## src/rtl/data_qsync_pkg.sv

```systemverilog
// Shared helpers for the quasi-synchronous receive buffer:
// width derivations and parameter legality predicates.
package data_qsync_pkg;

   localparam int depth_min = 2;
   localparam int depth_max = 16;
   localparam int width_max = 1024;

   // Smallest r such that 2**r >= n.
   function automatic int clog2(input int n);
      int r;
      r = 0;
      while ((1 << r) < n) r++;
      return r;
   endfunction

   function automatic int ptr_w(input int depth);
      return (clog2(depth) < 1) ? 1 : clog2(depth);
   endfunction

   // The count must represent 0..depth inclusive.
   function automatic int cnt_w(input int depth);
      return clog2(depth + 1);
   endfunction

   function automatic bit depth_ok(input int depth);
      return (depth >= depth_min) && (depth <= depth_max)
         && ((depth & (depth - 1)) == 0);
   endfunction

   function automatic bit af_ok(input int af_level, input int depth);
      return (af_level >= 1) && (af_level <= depth);
   endfunction

   function automatic bit width_ok(input int width);
      return (width >= 1) && (width <= width_max);
   endfunction

endpackage

```

## src/rtl/data_qsync_rx_buf_mem.sv

```systemverilog
// Storage for the receive buffer: depth x width register array,
// one write port, one asynchronous read port, no reset.
module data_qsync_rx_buf_mem
   import data_qsync_pkg::*;
#(
   parameter int width = 8,
   parameter int depth = 4
) (
   input  logic                      clk_d,
   input  logic                      we,
   input  logic [ptr_w(depth)-1:0]   waddr,
   input  logic [width-1:0]          wdata,
   input  logic [ptr_w(depth)-1:0]   raddr,
   output logic [width-1:0]          rdata
);

   logic [width-1:0] mem [depth];

   always_ff @(posedge clk_d) begin
      if (we) mem[waddr] <= wdata;
   end

   assign rdata = mem[raddr];

endmodule

```

## src/rtl/data_qsync_rx_buf.sv

```systemverilog
// Receive FIFO behind the low-to-high data synchronizer: absorbs strobes,
// presents a show-ahead valid/pop stream, drops on full with sticky flag.
module data_qsync_rx_buf
   import data_qsync_pkg::*;
#(
   parameter int width    = 8,
   parameter int depth    = 4,
   parameter int af_level = 3
) (
   input  logic                      clk_d,
   input  logic                      rst_d_n,
   input  logic                      init_d_n,
   input  logic                      data_avail_d,
   input  logic [width-1:0]          data_d,
   input  logic                      pop_d,
   output logic                      valid_d,
   output logic [width-1:0]          dout_d,
   output logic                      empty_d,
   output logic                      full_d,
   output logic                      almost_full_d,
   output logic [cnt_w(depth)-1:0]   count_d,
   output logic                      overflow_d,
   input  logic                      clr_ovf_d
);

   localparam int pw = ptr_w(depth);
   localparam int cw = cnt_w(depth);
   localparam logic [cw-1:0] cnt_full = cw'(depth);
   localparam logic [cw-1:0] cnt_af   = cw'(af_level);

   if (!depth_ok(depth)) begin : g_bad_depth
      $error("data_qsync_rx_buf: depth must be a power of 2 in 2..16");
   end
   if (!af_ok(af_level, depth)) begin : g_bad_af
      $error("data_qsync_rx_buf: af_level must be in 1..depth");
   end
   if (!width_ok(width)) begin : g_bad_width
      $error("data_qsync_rx_buf: width must be in 1..1024");
   end

   logic [pw-1:0]    wr_ptr;
   logic [pw-1:0]    rd_ptr;
   logic [cw-1:0]    count;
   logic             ovf;
   logic [width-1:0] head;
   logic             empty;
   logic             full;
   logic             pop_eff;
   logic             push;
   logic             drop;

   assign empty   = (count == '0);
   assign full    = (count == cnt_full);
   // A pop on an empty buffer is ignored, so there is no bypass path.
   assign pop_eff = pop_d & ~empty;
   // When full, a same-cycle pop frees the slot the push will use.
   assign push    = data_avail_d & (~full | pop_eff);
   assign drop    = data_avail_d & full & ~pop_eff;

   always_ff @(posedge clk_d or negedge rst_d_n) begin
      if (!rst_d_n) begin
         wr_ptr <= '0;
         rd_ptr <= '0;
         count  <= '0;
         ovf    <= 1'b0;
      end else if (!init_d_n) begin
         wr_ptr <= '0;
         rd_ptr <= '0;
         count  <= '0;
         ovf    <= 1'b0;
      end else begin
         if (push)    wr_ptr <= wr_ptr + pw'(1);
         if (pop_eff) rd_ptr <= rd_ptr + pw'(1);
         if (push & ~pop_eff)      count <= count + cw'(1);
         else if (pop_eff & ~push) count <= count - cw'(1);
         // A new drop outranks a clear in the same cycle.
         if (drop)           ovf <= 1'b1;
         else if (clr_ovf_d) ovf <= 1'b0;
      end
   end

   data_qsync_rx_buf_mem #(
      .width (width),
      .depth (depth)
   ) u_mem (
      .clk_d (clk_d),
      .we    (push & init_d_n),
      .waddr (wr_ptr),
      .wdata (data_d),
      .raddr (rd_ptr),
      .rdata (head)
   );

   assign valid_d       = ~empty;
   assign dout_d        = empty ? '0 : head;
   assign empty_d       = empty;
   assign full_d        = full;
   assign almost_full_d = (count >= cnt_af);
   assign count_d       = count;
   assign overflow_d    = ovf;

endmodule

```

## config.mk

```make
export PLATFORM = sky130hd
export DESIGN_NAME = data_qsync_rx_buf
export DESIGN_NICKNAME = d
export VERILOG_FILES = /design/src/rtl/data_qsync_pkg.sv /design/src/rtl/data_qsync_rx_buf_mem.sv /design/src/rtl/data_qsync_rx_buf.sv
export SDC_FILE = /design/constraint.sdc
export NUM_CORES = 1
export LEC_CHECK = 0
export CAP_MARGIN = 20
export CORE_ASPECT_RATIO = 0.75
export CORE_UTILIZATION = 55
export CTS_BUF_LIST = sky130_fd_sc_hd__clkbuf_8
export CTS_CLUSTER_SIZE = 25
export DETAILED_ROUTE_END_ITERATION = 8
export GPL_TIMING_DRIVEN = 0
export PLACE_DENSITY = 0.82
export SETUP_SLACK_MARGIN = 0.15
export SLEW_MARGIN = 20
export SYNTH_ARGS = -nofsm -noshare
export SYNTH_HDL_FRONTEND = slang
export SYNTH_SLANG_ARGS = --single-unit
```

## constraint.sdc

```tcl
create_clock -name clk_d -period 2.1 [get_ports clk_d]
set_input_delay 0.42 -clock clk_d [delete_from_list [all_inputs] [get_ports clk_d]]
set_output_delay 0.42 -clock clk_d [all_outputs]
set_load 0.02 [all_outputs]
```

# After elaboration in Yosys (flattened, before gate mapping)
# Memories as Yosys holds them, arrays and structs flattened.
# Cells that the tools add are included.
[classes]
n_addsub = 4
mul = 0
div = 0
n_lt_le_gt_ge = 1
eq_ne = 5
shift = 0
n_mux = 13
n_bitwise = 12
n_reduce_logical = 1
[op_table]
columns = ["operator", "count"]
rows = [
  ["3-bit two-way mux", 3],
  ["2-bit two-way mux", 4],
  ["8-bit two-way mux", 1],
  ["1-bit bitwise AND", 7],
  ["3-bit by 1-bit inequality test with 1-bit output, second input constant", 2],
  ["1-bit two-way mux", 5],
  ["2-bit by 1-bit adder with 2-bit output, second input constant", 2],
  ["2-bit by 1-bit inequality test with 1-bit output, second input constant", 2],
  ["1-bit inverter", 4],
  ["3-bit by 1-bit adder with 3-bit output, second input constant", 1],
  ["3-bit equality test, second input constant", 1],
  ["3-bit by 2-bit >= comparator with 1-bit output, second input constant", 1],
  ["3-bit logical NOT", 1],
  ["3-bit by 1-bit subtractor with 3-bit output, second input constant", 1],
  ["1-bit OR", 1],
]
[word_totals]
regBits = 8
latchBits = 0
mem_bits_rw = 32
romBits = 0
in_bits = 14
wordCells = 41
n_memories = 1
[mem_list]
columns = ["name", "depth", "width", "read_ports", "rd_clocked_by_memory_dff", "wr", "line_no", "rtl"]
rows = [
  ["u_mem.mem", 4, 8, 1, 0, 1, "data_qsync_rx_buf_mem.sv:17", "logic [width-1:0] mem [depth];"],
]

# Depth between registers and ports, before layout
[logic_depth]
word_depth = 10
ltp_mapped = 8
mapped_depth_nobuf = 7

# Modules after synthesis
# Synthesis repeated with hierarchy kept, for this count alone.
[unflattened]
hier_cells = 121
hier_area_um2 = 1823.0
[modules_own_cells]
columns = ["mod", "instances", "cells_per_inst", "area_each_um2", "seq_area_each_um2"]
rows = [
  ["data_qsync_rx_buf_mem", 1, 46, 1188.6, 960.9],
  ["data_qsync_rx_buf", 1, 75, 634.4, 200.2],
]

# Least setup slack after synthesis
# Ideal clock, no wire load.
[synth_timing]
path_kind = "register to register"
start = "reg count[0] (netlist: count_d[0])"
end = "reg count[2] (netlist: count_d[2])"
arrival_ps = 1966
required_time_ps = 1973
slack_ps = 7
stages_incl_launch_ff = 9
n_path_buf = 1
path_cell_list = "dfrtp_1 buf_4 nor2_1 and2_1 nor3_1 fa_1 o21ai_0 a31o_1 a31oi_1"
[synth_between]
elab_cells_between_ends = 17
classes_between = "add/sub (2); eq/ne (2); mux (3); bitwise (9); reduce/logical (1)"
[synth_rtl]
columns = ["item", "line_no", "rtl"]
rows = [
  ["from (decl)", "data_qsync_rx_buf.sv:43", "logic [cw-1:0] count;"],
  ["from (signal assigned)", "data_qsync_rx_buf.sv:74", "if (push & ~pop_eff) count <= count + cw'(1);"],
  ["from (signal assigned)", "data_qsync_rx_buf.sv:75", "else if (pop_eff & ~push) count <= count - cw'(1);"],
  ["3-bit equality test *", "data_qsync_rx_buf.sv:53", "assign full = (count == cnt_full);"],
  ["named net full_d", "data_qsync_rx_buf.sv:19", "output logic full_d,"],
  ["1-bit inverter *", "data_qsync_rx_buf.sv:57", "assign push = data_avail_d & (~full | pop_eff);"],
  ["1-bit OR *", "data_qsync_rx_buf.sv:57", ""],
  ["1-bit bitwise AND *", "data_qsync_rx_buf.sv:57", ""],
  ["1-bit inverter / 1-bit bitwise AND (equally long branches)", "data_qsync_rx_buf.sv:75, data_qsync_rx_buf.sv:74", ""],
  ["1-bit bitwise AND / 3-bit two-way mux (equally long branches)", "data_qsync_rx_buf.sv:75, data_qsync_rx_buf.sv:74", ""],
  ["3-bit by 1-bit inequality test with 1-bit output (no line) / 3-bit two-way mux (equally long branches)", "n/a", ""],
]
# Mark *: on every way through the listed nets, which the timed path passes. The rest lies on a longest branch. The select of a mux whose other input is x is not followed.
# A chain may end at the register's enable or synchronous reset.

# Worst setup path in the final report
[layout_timing]
start = "reg rd_ptr[0]"
end = "out dout_d[5]"
[layout_between]
elab_chain_len = 2
[layout_rtl]
columns = ["item", "line_no", "rtl"]
rows = [
  ["from (decl)", "data_qsync_rx_buf.sv:42", "logic [pw-1:0] rd_ptr;"],
  ["from (signal assigned)", "data_qsync_rx_buf.sv:73", "if (pop_eff) rd_ptr <= rd_ptr + pw'(1);"],
  ["memory read 4 x 8 bit", "n/a", ""],
  ["8-bit two-way mux", "data_qsync_rx_buf.sv:95", "assign dout_d = empty ? '0 : head;"],
  ["to (decl)", "data_qsync_rx_buf.sv:17", "output logic [width-1:0] dout_d,"],
]
# No other way between the ends.

==> metrics.md <==
| Metric | Value |
|---|---|
| Mapped cell area | 1860 µm² |
| Root Driver | clkbuf_8 |
| Setup TNS Final | 0 ns |
| Pre-CTS setup slack | -0.396 ns |
| Setup ws final | 0.0000379 ns |
| DR vias | 1244 |
| Die footprint | 3610 µm² |
| Post-DRT Antenna Nets | 0 |
| Largest net degree at the start of global routing | 13 |
| Die H | 52.3 µm |
| Worst Tran Pin Value | 0.502 ns |
| Critical path arrival | 1.68 ns |
| Crit path time final | 2.10 ns |
| Gp weighted congestion | 0.782 |
| Final period util | 100% |
| Worst setup EP type | primary output |
| Multi-input logic area | 686 µm² |
| Area contributors post-synth | edfxtp_1 (52%), dfrtp_1 (11%), mux4_2 (9.7%) |
| Clock Skews | 0.00652 ns |
| DRC | 0 |
| Vias in the first global route | 1257 |
| 1st-iter DRT viols | 83 |
| Final core utilization | 80.4% |
| Placed insts | 191 |
| Cell type with the largest total area after synthesis | edfxtp_1 |
| Sw Share | 35.6% |
| Leak | 0.947 nW |
| Max Buffers Root-to-Sink | 2 |
| Outcome | complete, no violations |
| Max cap viols | 0 |
| Fillers | 175 |
| CTS Buf Count | 5 |
| Final WL | 4300 µm |
| Area Growth Syn to Fin | 33.6% |
| Mapped Cells | 124 |
| Layout cells sized above 1 | 37.9% |
| Sequential share of the synthesized area | 62.5% |
| Number of clock sinks | 40 |
| Synthesized flop and latch total | 40 |
| Core box area | 3080 µm² |
| CTS tree | built |
| Worst EP required | 1.68 ns |
| Syn_nets | 143 |
| First-pass iteration count of the detailed router | 4 |
| Worst skew pair latency | 0.29 ns |
| I/O Pins | 30 |
| Congestion Overflow GR | 0 |
| Combinational group share of total power | 52.3% |
| CTS clk-pin slew, worst paths | 0.08 ns |
| First-pass GRT wire length | 6580 µm |
| Syn Area/Cell | 15.0 µm² |
| Post-DR wirelength/cell | 20.3 µm |
| Crit path launch type | flip-flop |
| Initial antenna violation count | 0 |
| Rows | 17 |
| Yosys Warn Count | 0 |
| Final cell count without fillers | 212 |
| Sequential share of power | 31.2% |
| Power Total | 3.15 mW |
| Sw Pwr | 1.12 mW |
| Fmax | 476 MHz |
| PD cells | 1270 nW/µm² |
| Hold_buf cts | 0 |
| Hold Path Class | input pin to async pin |
| Yosys cell types | 36 |
| Critical path type | flip-flop to primary output |
| RSZ-0062 raised after global routing | true |
| Max VDD drop | 664 µV |
| Clock power frac | 16.5% |
| Storage cell area | 1160 µm² |
| Endpoints failing hold | 0 |
| Die Width | 69.1 µm |
| H-tree levels | 2 |
| Post-synth top area share | 51.8% |
| Gr usage total | 26.3% |
| DP HPWL | 2740 µm |
| Relative slew slack | 66.5% |
| Vias/cell | 5.87 |
| Starting Density | 60.2% |
| Fin. max-slew vios | 0 |
| Internal | 2.03 mW |
| Setup Viol. Count Final | 0 |
| Port bufs | 29 |
| Diode count | 0 |
| Fin nets | 192 |
| CP max FO | 4 |
[layout make-up]
cell class / instances / share of cell area [%]
repair buffers: 42 / 15.6
clock buffers: 6 / 3.33
plain buffers: 7 / 2.52
clock inverters: 2 / 0.403
multi-input cells: 66 / 27.6
flip-flops and latches: 40 / 46.9
inverters: 11 / 1.66
well taps: 38 / 1.92
[metal layers]
layer | vias up | track usage, % | share of wire [%]
li1 | 555 | - | -
met1 | 628 | 33.0 | 40
met2 | 51 | 43.9 | 52
met3 | 10 | 6.15 | 6.1
met4 | 0 | 12.9 | 2.0
met5 | - | 0 | 0
[worst paths after layout]
path	start	to	slack, ns	cells past startpoint
min in group clk_d	overflow_d	overflow_d	0.58	2
setup reg to reg	count_d[1]	count_d[1]	0.14	7
hold / removal	rst_d_n	wr_ptr[0]	0.43	1
hold reg to reg	overflow_d	overflow_d	0.58	2
setup / recovery	rd_ptr[0]	dout_d[5]	0.00004	5
max in group asynchronous	rst_d_n	rd_ptr[0]	1.35	1
[worst max-delay path, stage by stage, from the launching register on]
cell and delay [ns]:
dfrtp_2 0.40, buf_6 0.12, buf_16 0.11, mux4_2 0.47
nor2b_1 0.14, buf_4 0.15
[power groups by stage]
stage	Combinational (mW)	Sequential, mW	Clock [mW]
floorplan	0.763	0.996	0
global placement	1.21	0.973	0
detailed placement	1.27	0.983	0
CTS	1.48	0.978	0.526
global route	1.73	0.986	0.560
finish	1.64	0.983	0.520
[sequential cells by signal, summed over array words and instances, names as in the netlist]
| register | count |
|---|---|
| rd_ptr | 2 |
| count_d | 3 |
| u_mem.mem | 32 |
| wr_ptr | 2 |
| overflow_d | 1 |
[Yosys cell counts]
cell / n
o21ai_0: 3
nor3b_1: 1
nor2_1: 9
fa_1: 1
o22ai_1: 1
mux4_2: 8
a21oi_1: 3
nand2_1: 3
nand3_1: 3
nand2b_1: 2
and2_1: 1
edfxtp_1: 32
xor2_1: 2
nor4b_2: 1
buf_2: 4
a21o_1: 1
a221oi_4: 1
o21a_4: 1
nor2b_1: 8
xnor2_1: 1
dfrtp_1: 8
nand3b_1: 1
inv_1: 11
a31o_1: 1
o311ai_1: 1
buf_4: 1
nand4b_1: 1
nor3_2: 1
nor3_1: 1
ha_1: 4
buf_6: 1
clkbuf_1: 1
mux2i_1: 2
a31oi_1: 2
or4b_1: 1
o31ai_1: 1
[repair_timing]
action / CTS / global route
gates cloned: 1 / 0
buffers inserted: 11 / 1
resized for setup: 68 / 16
pin swaps: 5 / 1
setup endpoints to repair: 46 / 11
[through the flow]
stage	instance area [µm²]	hold slack, ns
6_report	2480	0.429
3_5_place_dp	2200	0.568
4_1_cts	2430	0.423
2_1_floorplan	1860	0.124
5_1_grt	2480	0.456
3_3_place_gp	2200	0.530
[placed cells by master, fill, tap and decap left out, types with 2 or more instances in the layout]
cell             netlist  layout
edfxtp_1              32      32
clkdlybuf4s50_1        0      17
buf_4                  1      16
inv_1                 11      11
mux4_2                 8       8
buf_6                  1       7
clkbuf_8               0       6
dfrtp_1                8       6
buf_2                  4       5
nor2b_1                8       5
nor2_2                 0       4
nor2_1                 9       4
ha_1                   4       4
nor2b_4                0       3
nand3_1                3       3
a21oi_1                3       3
nand2_1                3       3
nor3_4                 0       2
o21ai_0                3       2
xor2_1                 2       2
a31oi_1                2       2
mux2i_1                2       2
clkinv_2               0       2
dfrtp_2                0       2
[kinds of logic (layout without fill, tap and decap cells)]
group | Yosys count | in the layout | synth area share (%)
AND/OR/NAND/NOR | 33 | 33 | 10.4
multiplexers | 10 | 10 | 10.8
AO/OA/AOI/OAI | 15 | 15 | 6.60
flip-flops | 40 | 40 | 62.5
adder cells (fa/ha/maj) | 5 | 5 | 3.77
buffers and inverters | 18 | 68 | 4.51
XOR/XNOR | 3 | 3 | 1.42
Note: power is estimated with default switching activity, not from simulation.
